<file path="config.mk">
export PLATFORM = sky130hd
export DESIGN_NAME = pipeline_reg_file_flat
export DESIGN_NICKNAME = d
export VERILOG_FILES = /design/src/rtl/pipeline_reg_file_pkg.sv /design/src/rtl/pipeline_reg_file_if.sv /design/src/rtl/pipeline_rf_bypass.sv /design/src/rtl/pipeline_reg_file.sv /design/src/flat_wrapper.sv
export SDC_FILE = /design/constraint.sdc
export NUM_CORES = 2
export LEC_CHECK = 0
export ABC_AREA = 0
export CAP_MARGIN = 20
export CORE_AREA = 10 10 341 343
export CTS_CLUSTER_SIZE = 20
export DETAILED_ROUTE_END_ITERATION = 12
export DIE_AREA = 0 0 351 353
export PLACE_DENSITY = 0.65
export SLEW_MARGIN = 20
export SYNTH_ARGS = -nofsm -noshare
export SYNTH_HDL_FRONTEND = slang
export SYNTH_SLANG_ARGS = --single-unit
</file>
<file path="constraint.sdc">
create_clock -name clk -period 5.1 [get_ports clk]
set_input_delay 0.765 -clock clk [delete_from_list [all_inputs] [get_ports clk]]
set_output_delay 0.765 -clock clk [all_outputs]
set_load 0.01 [all_outputs]
</file>
<file path="src/rtl/pipeline_reg_file_pkg.sv">
// Shared pipeline sizing used by every stage: register width, register
// count, PC width and the link-register index used by jump-and-link.
package pipeline_reg_file_pkg;

   localparam int RF_DSIZE = 32;
   localparam int RF_ASIZE = 5;
   localparam int RF_ISIZE = 32;

   // The link register is always the highest-numbered register.
   function automatic int link_reg(input int asize);
      return (1 << asize) - 1;
   endfunction

   localparam int RF_LINK_REG = link_reg(RF_ASIZE);

endpackage

</file>
<file path="src/rtl/pipeline_reg_file_if.sv">
// Writeback/decode-side signal bundle for the pipeline register file.
interface pipeline_reg_file_if
   import pipeline_reg_file_pkg::*;
#(
   parameter int DSIZE = RF_DSIZE,
   parameter int ASIZE = RF_ASIZE,
   parameter int ISIZE = RF_ISIZE
);
   logic             wen;
   logic [ASIZE-1:0] w_addr;
   logic [DSIZE-1:0] w_data;
   logic             jal;
   logic [ISIZE-1:0] PC;
   logic [ASIZE-1:0] r_addr_a;
   logic [ASIZE-1:0] r_addr_b;
   logic [DSIZE-1:0] r_data_a;
   logic [DSIZE-1:0] r_data_b;
   logic [15:0]      wr_count;

   modport master (
      output wen, w_addr, w_data, jal, PC, r_addr_a, r_addr_b,
      input  r_data_a, r_data_b, wr_count
   );

   modport slave (
      input  wen, w_addr, w_data, jal, PC, r_addr_a, r_addr_b,
      output r_data_a, r_data_b, wr_count
   );
endinterface

</file>
<file path="src/rtl/pipeline_rf_bypass.sv">
// One combinational read port: register 0 reads zero, otherwise a same-cycle
// committed write to the addressed register is forwarded ahead of storage.
module pipeline_rf_bypass #(
   parameter int DSIZE = 32,
   parameter int ASIZE = 5
) (
   input  logic [ASIZE-1:0] r_addr,
   input  logic [DSIZE-1:0] stored,
   input  logic             byp_en,
   input  logic [ASIZE-1:0] byp_addr,
   input  logic [DSIZE-1:0] byp_data,
   output logic [DSIZE-1:0] r_data
);

   always_comb begin
      r_data = stored;
      if (r_addr == '0)
         r_data = '0;
      else if (byp_en && (byp_addr == r_addr))
         r_data = byp_data;
   end

endmodule

</file>
<file path="src/rtl/pipeline_reg_file.sv">
// Pipeline register file: two bypassed read ports, one write port with
// jump-and-link override, and a count of committed writes.
module pipeline_reg_file
   import pipeline_reg_file_pkg::*;
#(
   parameter int DSIZE = RF_DSIZE,
   parameter int ASIZE = RF_ASIZE,
   parameter int ISIZE = RF_ISIZE
) (
   input logic                clk,
   input logic                rst,
   pipeline_reg_file_if.slave bus
);

   localparam int NREG = 1 << ASIZE;
   localparam logic [ASIZE-1:0] LINK = ASIZE'(link_reg(ASIZE));

   logic [DSIZE-1:0] regs [NREG];
   logic [ASIZE-1:0] wr_dst;
   logic [DSIZE-1:0] wr_val;
   logic [ISIZE-1:0] pc_next;
   logic             commit;
   logic [15:0]      count;

   // jal wins over the normal writeback path; PC+1 wraps at the PC width
   // before being resized to the register width.
   assign pc_next = bus.PC + ISIZE'(1);

   always_comb begin
      wr_dst = bus.w_addr;
      wr_val = bus.w_data;
      if (bus.jal) begin
         wr_dst = LINK;
         wr_val = DSIZE'(pc_next);
      end
   end

   // Writes to r0 are dropped; nothing commits (or bypasses) while in reset.
   assign commit = (bus.wen || bus.jal) && (wr_dst != '0) && !rst;

   always_ff @(posedge clk) begin
      if (rst) begin
         for (int i = 0; i < NREG; i++)
            regs[i] <= '0;
         count <= '0;
      end else if (commit) begin
         regs[wr_dst] <= wr_val;
         count        <= count + 16'd1;
      end
   end

   assign bus.wr_count = count;

   pipeline_rf_bypass #(.DSIZE(DSIZE), .ASIZE(ASIZE)) u_port_a (
      .r_addr   (bus.r_addr_a),
      .stored   (regs[bus.r_addr_a]),
      .byp_en   (commit),
      .byp_addr (wr_dst),
      .byp_data (wr_val),
      .r_data   (bus.r_data_a)
   );

   pipeline_rf_bypass #(.DSIZE(DSIZE), .ASIZE(ASIZE)) u_port_b (
      .r_addr   (bus.r_addr_b),
      .stored   (regs[bus.r_addr_b]),
      .byp_en   (commit),
      .byp_addr (wr_dst),
      .byp_data (wr_val),
      .r_data   (bus.r_data_b)
   );

endmodule

</file>
<file path="src/flat_wrapper.sv">
// flat-port wrapper written by rule: the top's interface ports become plain ports
module pipeline_reg_file_flat import pipeline_reg_file_pkg::*;
#(
   parameter int DSIZE = RF_DSIZE,
   parameter int ASIZE = RF_ASIZE,
   parameter int ISIZE = RF_ISIZE
)
  (clk, rst, bus_wen, bus_w_addr, bus_w_data, bus_jal, bus_PC, bus_r_addr_a, bus_r_addr_b, bus_r_data_a, bus_r_data_b, bus_wr_count);
  pipeline_reg_file_if #(.DSIZE(DSIZE), .ASIZE(ASIZE), .ISIZE(ISIZE)) bus_i ();
  input logic clk;
  input logic rst;
  input wire logic [$bits(bus_i.wen)-1:0] bus_wen;
  input wire logic [$bits(bus_i.w_addr)-1:0] bus_w_addr;
  input wire logic [$bits(bus_i.w_data)-1:0] bus_w_data;
  input wire logic [$bits(bus_i.jal)-1:0] bus_jal;
  input wire logic [$bits(bus_i.PC)-1:0] bus_PC;
  input wire logic [$bits(bus_i.r_addr_a)-1:0] bus_r_addr_a;
  input wire logic [$bits(bus_i.r_addr_b)-1:0] bus_r_addr_b;
  output wire logic [$bits(bus_i.r_data_a)-1:0] bus_r_data_a;
  output wire logic [$bits(bus_i.r_data_b)-1:0] bus_r_data_b;
  output wire logic [$bits(bus_i.wr_count)-1:0] bus_wr_count;
  assign bus_i.wen = bus_wen;
  assign bus_i.w_addr = bus_w_addr;
  assign bus_i.w_data = bus_w_data;
  assign bus_i.jal = bus_jal;
  assign bus_i.PC = bus_PC;
  assign bus_i.r_addr_a = bus_r_addr_a;
  assign bus_i.r_addr_b = bus_r_addr_b;
  assign bus_r_data_a = bus_i.r_data_a;
  assign bus_r_data_b = bus_i.r_data_b;
  assign bus_wr_count = bus_i.wr_count;
  pipeline_reg_file #(.DSIZE(DSIZE), .ASIZE(ASIZE), .ISIZE(ISIZE)) u_core (.clk(clk), .rst(rst), .bus(bus_i));
endmodule
</file>
## Word level (Yosys, flattened, before mapping)

Memories as Yosys holds them, arrays and structs flattened.
Index checks and enable logic that the tools add are counted.

| storage, ports and cells | value |
|---|---|
| register bits after elaboration | 16 |
| bits in writable memories | 1024 |
| bits of input ports | 83 |
| output and inout port bits | 80 |
| memories kept | 1 |

Memory list:

| name | words | bits a word | rd ports | clocked after memory_dff | wr ports | RTL line | text |
|---|---|---|---|---|---|---|---|
| u_core.regs | 32 | 32 | 2 | 0 | 32 | pipeline_reg_file.sv:18 | `logic [DSIZE-1:0] regs [NREG];` |

| cells by class | value |
|---|---|
| add/subtract/negate cells | 2 |
| equal/unequal tests | 2 |
| mux-type cells | 14 |
| reductions and logical operators | 10 |

Operators by type and width:

| kind | count |
|---|---|
| 32-bit 2-to-1 mux | 6 |
| 32-bit by 1-bit adder with 32-bit output (second input constant) | 1 |
| 32-bit OR reduction | 1 |
| 16-bit by 1-bit adder with 16-bit output (second input constant) | 1 |
| 5-bit equality test | 2 |
| 5-bit logical NOT | 2 |
| 5-bit 2-to-1 mux | 2 |
| 1-bit 2-to-1 mux | 6 |
| 5-bit nonzero test | 1 |
| 1-bit logical AND | 4 |
| 1-bit logical NOT | 1 |
| 1-bit logical OR | 1 |

## Depth between registers and ports, before layout

| depth | value |
|---|---|
| depth in word-level cells | 9 |
| depth in mapped cells | 11 |
| gate-level depth less buffers | 7 |

## Cells and area by module

Synthesis repeated with hierarchy kept, for this count alone.

| unflattened totals | value |
|---|---|
| cell total of the unflattened synthesis | 3836 |
| area, all modules | 53183.5 um^2 |

By module, submodules not included:

| module | times used | cells an instance | area each (um^2) | seq. area each (um^2) |
|---|---|---|---|---|
| pipeline_reg_file | 1 | 3590 | 51892.3 | 31069.8 |
| pipeline_rf_bypass | 2 | 123 | 645.6 | 0.0 |

## Least setup slack after synthesis

OpenSTA, ideal clock, no wires.

| timing path | value |
|---|---|
| path kind | input to output |
| start point | input bus_PC[0] |
| end point | output bus_r_data_a[28] |
| arrival | 2665 ps |
| data required time | 4335 ps |
| setup slack | 1670 ps |
| stages | 8 |
| path through | ha_1 -> nand3_2 -> or3_1 -> buf_6 -> or4_1 -> nand3_1 -> o21ai_2 -> a211oi_1 |

| on the way | value |
|---|---|
| word-level cells in the longest chain between the ends | 4 |

Ends and longest elaborated chain:

| what | RTL line | text |
|---|---|---|
| start, declared | flat_wrapper.sv:16 | `input wire logic [$bits(bus_i.PC)-1:0] bus_PC;` |
| 32-bit by 1-bit adder with 32-bit output | pipeline_reg_file.sv:27 | `assign pc_next = bus.PC + ISIZE'(1);` |
| 32-bit 2-to-1 mux | pipeline_reg_file.sv:32 | `if (bus.jal) begin` |
| 32-bit 2-to-1 mux | pipeline_rf_bypass.sv:19 | `else if (byp_en && (byp_addr == r_addr))` |
| 32-bit 2-to-1 mux | pipeline_rf_bypass.sv:17 | `if (r_addr == '0)` |
| end, declared | flat_wrapper.sv:19 | `output wire logic [$bits(bus_i.r_data_a)-1:0] bus_r_data_a;` |

Every way passes these cells.

## Worst setup path after layout

| timing path | value |
|---|---|
| start point | input bus_PC[7] |
| end point | output bus_r_data_a[23] |

Same word-level chain as after synthesis.

==> flow_summary.ini <==
[place]
port-buffer-count = 162
gp_congestion = 0.9959
placed_area_um2 = 58890
dp_hpwl_mm = 122.6
dp_slack_ns = 0.1839

[timing]
slew_violations = 0
fin_tns_setup_ns = 0
finalClockSkew_ns = 0.002113
rsz0062_at_grt = false
finalHoldViolCount = 0
worst-slew-pin-transition_ns = 1.148
fmax_ghz = 0.2006
min_period_ns = 4.986
postLayoutSetupSlackWorst_ns = 0.1138
finalSetupViolCount = 0
fin_crit_sh_pct = 97.77
slew_headroom_pct = 23.44

[die]
die_width_um = 351
die_y_um = 353
pin_count = 163
dieArea_um2 = 123900
start_util_pct = 49.54
rows = 122
core_um2 = 109800

[cts]
cts-root-buf = clkbuf_16
cts_buffer_depth = 3
clk_latency_ns = 0.70
cts_tree = yes
h-tree-depth = 3
path_clk_slew_ns = 0.06
cts_buffers = 110
clock_sinks = 1040

[global_route]
grt_overflow = 0
grt_pass1_wl_mm = 271.8
grt_use_total_pct = 30.70
grt_max_degree = 66
antenna_found_initial = 3
grt_pass1_vias = 37230

[finish]
multi_input_area_um2 = 22000
syn2layout_area_growth_pct = 14.48
fin_nets = 4039
drive_gt1_share_pct = 26.00
nFillCells = 8614
design_area_um2 = 62250
seqCellArea_um2 = 31070
post-route-util_pct = 56.72

[drt]
routed-via-count = 38060
drt-initial-drc-count = 6161
ant_nets = 0
avgViaCountPerCell = 6.956
dr.pass1.iters = 9
wl_mm = 193.1
post_drt_wl_per_cell_um = 35.29
drc = 0

[critical_path]
crit_slowest_cell = clkdlybuf4s50_1
required_ns = 4.34
start_kind = primary input
path_delay_family = buffers and inverters
max_stage_delay_ns = 0.66
worst-endpoint-arrival_ns = 4.22
cp_max_fo = 9
cpMostUsedCell = clkdlybuf4s50_1
crit_type = primary input to output port
path_cells = clkdlybuf4s50_1, nand3_1, or3_1, nor4_1, xor2_1, mux2i_4, a211oi_1, clkdlybuf4s50_1
cp_num_buf_inv = 2
critPathCaptureType = output port

[yosys]
ys_types = 63
avgSynthCellArea_um2 = 14.30
syn_area_um2 = 54380
synth-seq-cells = 1040
synth_edf_count = 1024
syn_inst = 3802
ys_warn_count = 0
synth_flop_cell = edfxtp_1
ys_async_sr_fraction_pct = 0
yosysSeqAreaShare_pct = 57.14

[job]
maxCapViolCount = 0

[power]
leakage_nw = 21.55
ir_drop_uv = 313.8
p_total_mw = 20.95
power.density_nw_per_um2 = 336.6

[min_path]
hold_class = register to register

[status]
status = finished, final reports clean
final cells by class:
type                       count  share of cell area (%)
antenna                        3                 0.01206
clock buffer                 135                   4.607
clock inverter                65                  0.7739
inverter                      10                 0.06030
multi-input combinational   2379                   35.34
sequential                  1040                   49.91
tap                         1426                   2.866
timing repair buffer         413                   6.424
stage by stage:
stage,instances,hold WS [ns]
5_1_grt,5468,0.5528
6_report,5471,0.5011
3_5_place_dp,5268,0.4912
3_3_place_gp,5268,0.4758
2_1_floorplan,3833,0.5106
4_1_cts,5468,0.4999
worst min-delay path: stages, from the launching register on:
cell and delay (ns):
dfxtp_1 0.33, o21ai_0 0.07, a21oi_1 0.06
synthesized netlist by cell type, types with 44 or more instances:
cell type / instances / area, um^2
edfxtp_1: 1024 / 30750
nor2_1: 1012 / 3799
mux4_2: 526 / 11850
clkbuf_1: 248 / 930.9
mux2i_1: 178 / 1782
buf_2: 97 / 485.5
o22ai_1: 97 / 606.8
nand2_1: 83 / 311.6
a211oi_1: 54 / 405.4
nand2b_1: 47 / 294.0
nor3_1: 47 / 235.2
o21ai_0: 44 / 220.2
flip-flops by register name, summed over array words and instances (netlist names):
signal and flops:
u_core.bus.wr_count 16, u_core.regs 1024
placed cells by master, fill, tap and decap left out, drive strengths merged, types with 3 or more instances in the layout:
| cell type | count |
|---|---|
| o221ai | 28 |
| inv | 12 |
| and2 | 4 |
| bufinv | 7 |
| nor4 | 13 |
| nor3 | 47 |
| buf | 262 |
| clkdlybuf4s50 | 151 |
| nand3 | 29 |
| xnor2 | 14 |
| clkinv | 53 |
| nor2b | 9 |
| dfxtp | 16 |
| and4 | 5 |
| clkinvlp | 3 |
| nor2 | 1022 |
| a221oi | 5 |
| a22oi | 19 |
| a211oi | 54 |
| clkbuf | 135 |
| xor2 | 30 |
| o22ai | 97 |
| nor3b | 4 |
| mux2i | 180 |
| o211ai | 8 |
| edfxtp | 1024 |
| nand4 | 5 |
| or3 | 9 |
| a21oi | 15 |
| nand2 | 83 |
| diode | 3 |
| or2 | 7 |
| or4 | 3 |
| and3 | 4 |
| nand2b | 47 |
| conb | 32 |
| mux4 | 526 |
| o21ai | 57 |
cell families (layout without fill, tap and decap cells):
| kind of cell | Yosys count | in the layout | share of synthesized area (%) |
|---|---|---|---|
| AND/OR/NAND/NOR | 1297 | 1297 | 9.858 |
| flip-flops | 1040 | 1040 | 57.14 |
| XOR/XNOR | 44 | 44 | 0.7087 |
| buffers and inverters | 414 | 623 | 3.419 |
| multiplexers | 708 | 708 | 25.19 |
| other | 1 | 35 | 0.006896 |
| AO/OA/AOI/OAI | 296 | 296 | 3.636 |
| adder cells (fa/ha/maj) | 2 | 2 | 0.04601 |
repair_timing:
action                     CTS  global route
resized for setup            0             1
setup buffers                0             0
hold buffers                 0             0
setup endpoints to repair    0             1
metal layers:
layer / wire (um) / part of all wire (%) / GRT usage, % / up-vias
li1: - / - / - / 14970
met1: 68940 / 36 / 41.97 / 19420
met2: 86690 / 45 / 45.57 / 3140
met3: 25150 / 13 / 6.977 / 522
met4: 12130 / 6.3 / 16.35 / 10
met5: 147 / 0.076 / 0.7846 / -
worst paths after layout:
path / depth (start not counted) / end / startpoint / slack, ns
worst min-delay path: 2 / u_core.bus.wr_count[6] / u_core.bus.wr_count[6] / 0.50
worst max register to register: 6 / u_core.bus.wr_count[15] / u_core.bus.wr_count[0] / 2.71
worst min register to register: 2 / u_core.bus.wr_count[6] / u_core.bus.wr_count[6] / 0.50
worst max-delay path: 8 / bus_r_data_a[23] / bus_PC[7] / 0.11
where the power goes:
group          total, mW  internal, mW  switching (mW)
logic               3.17          1.34            1.83
clock network       7.68          4.31            3.37
registers           10.1          9.86           0.234
Power figures use the tool's default switching activity.
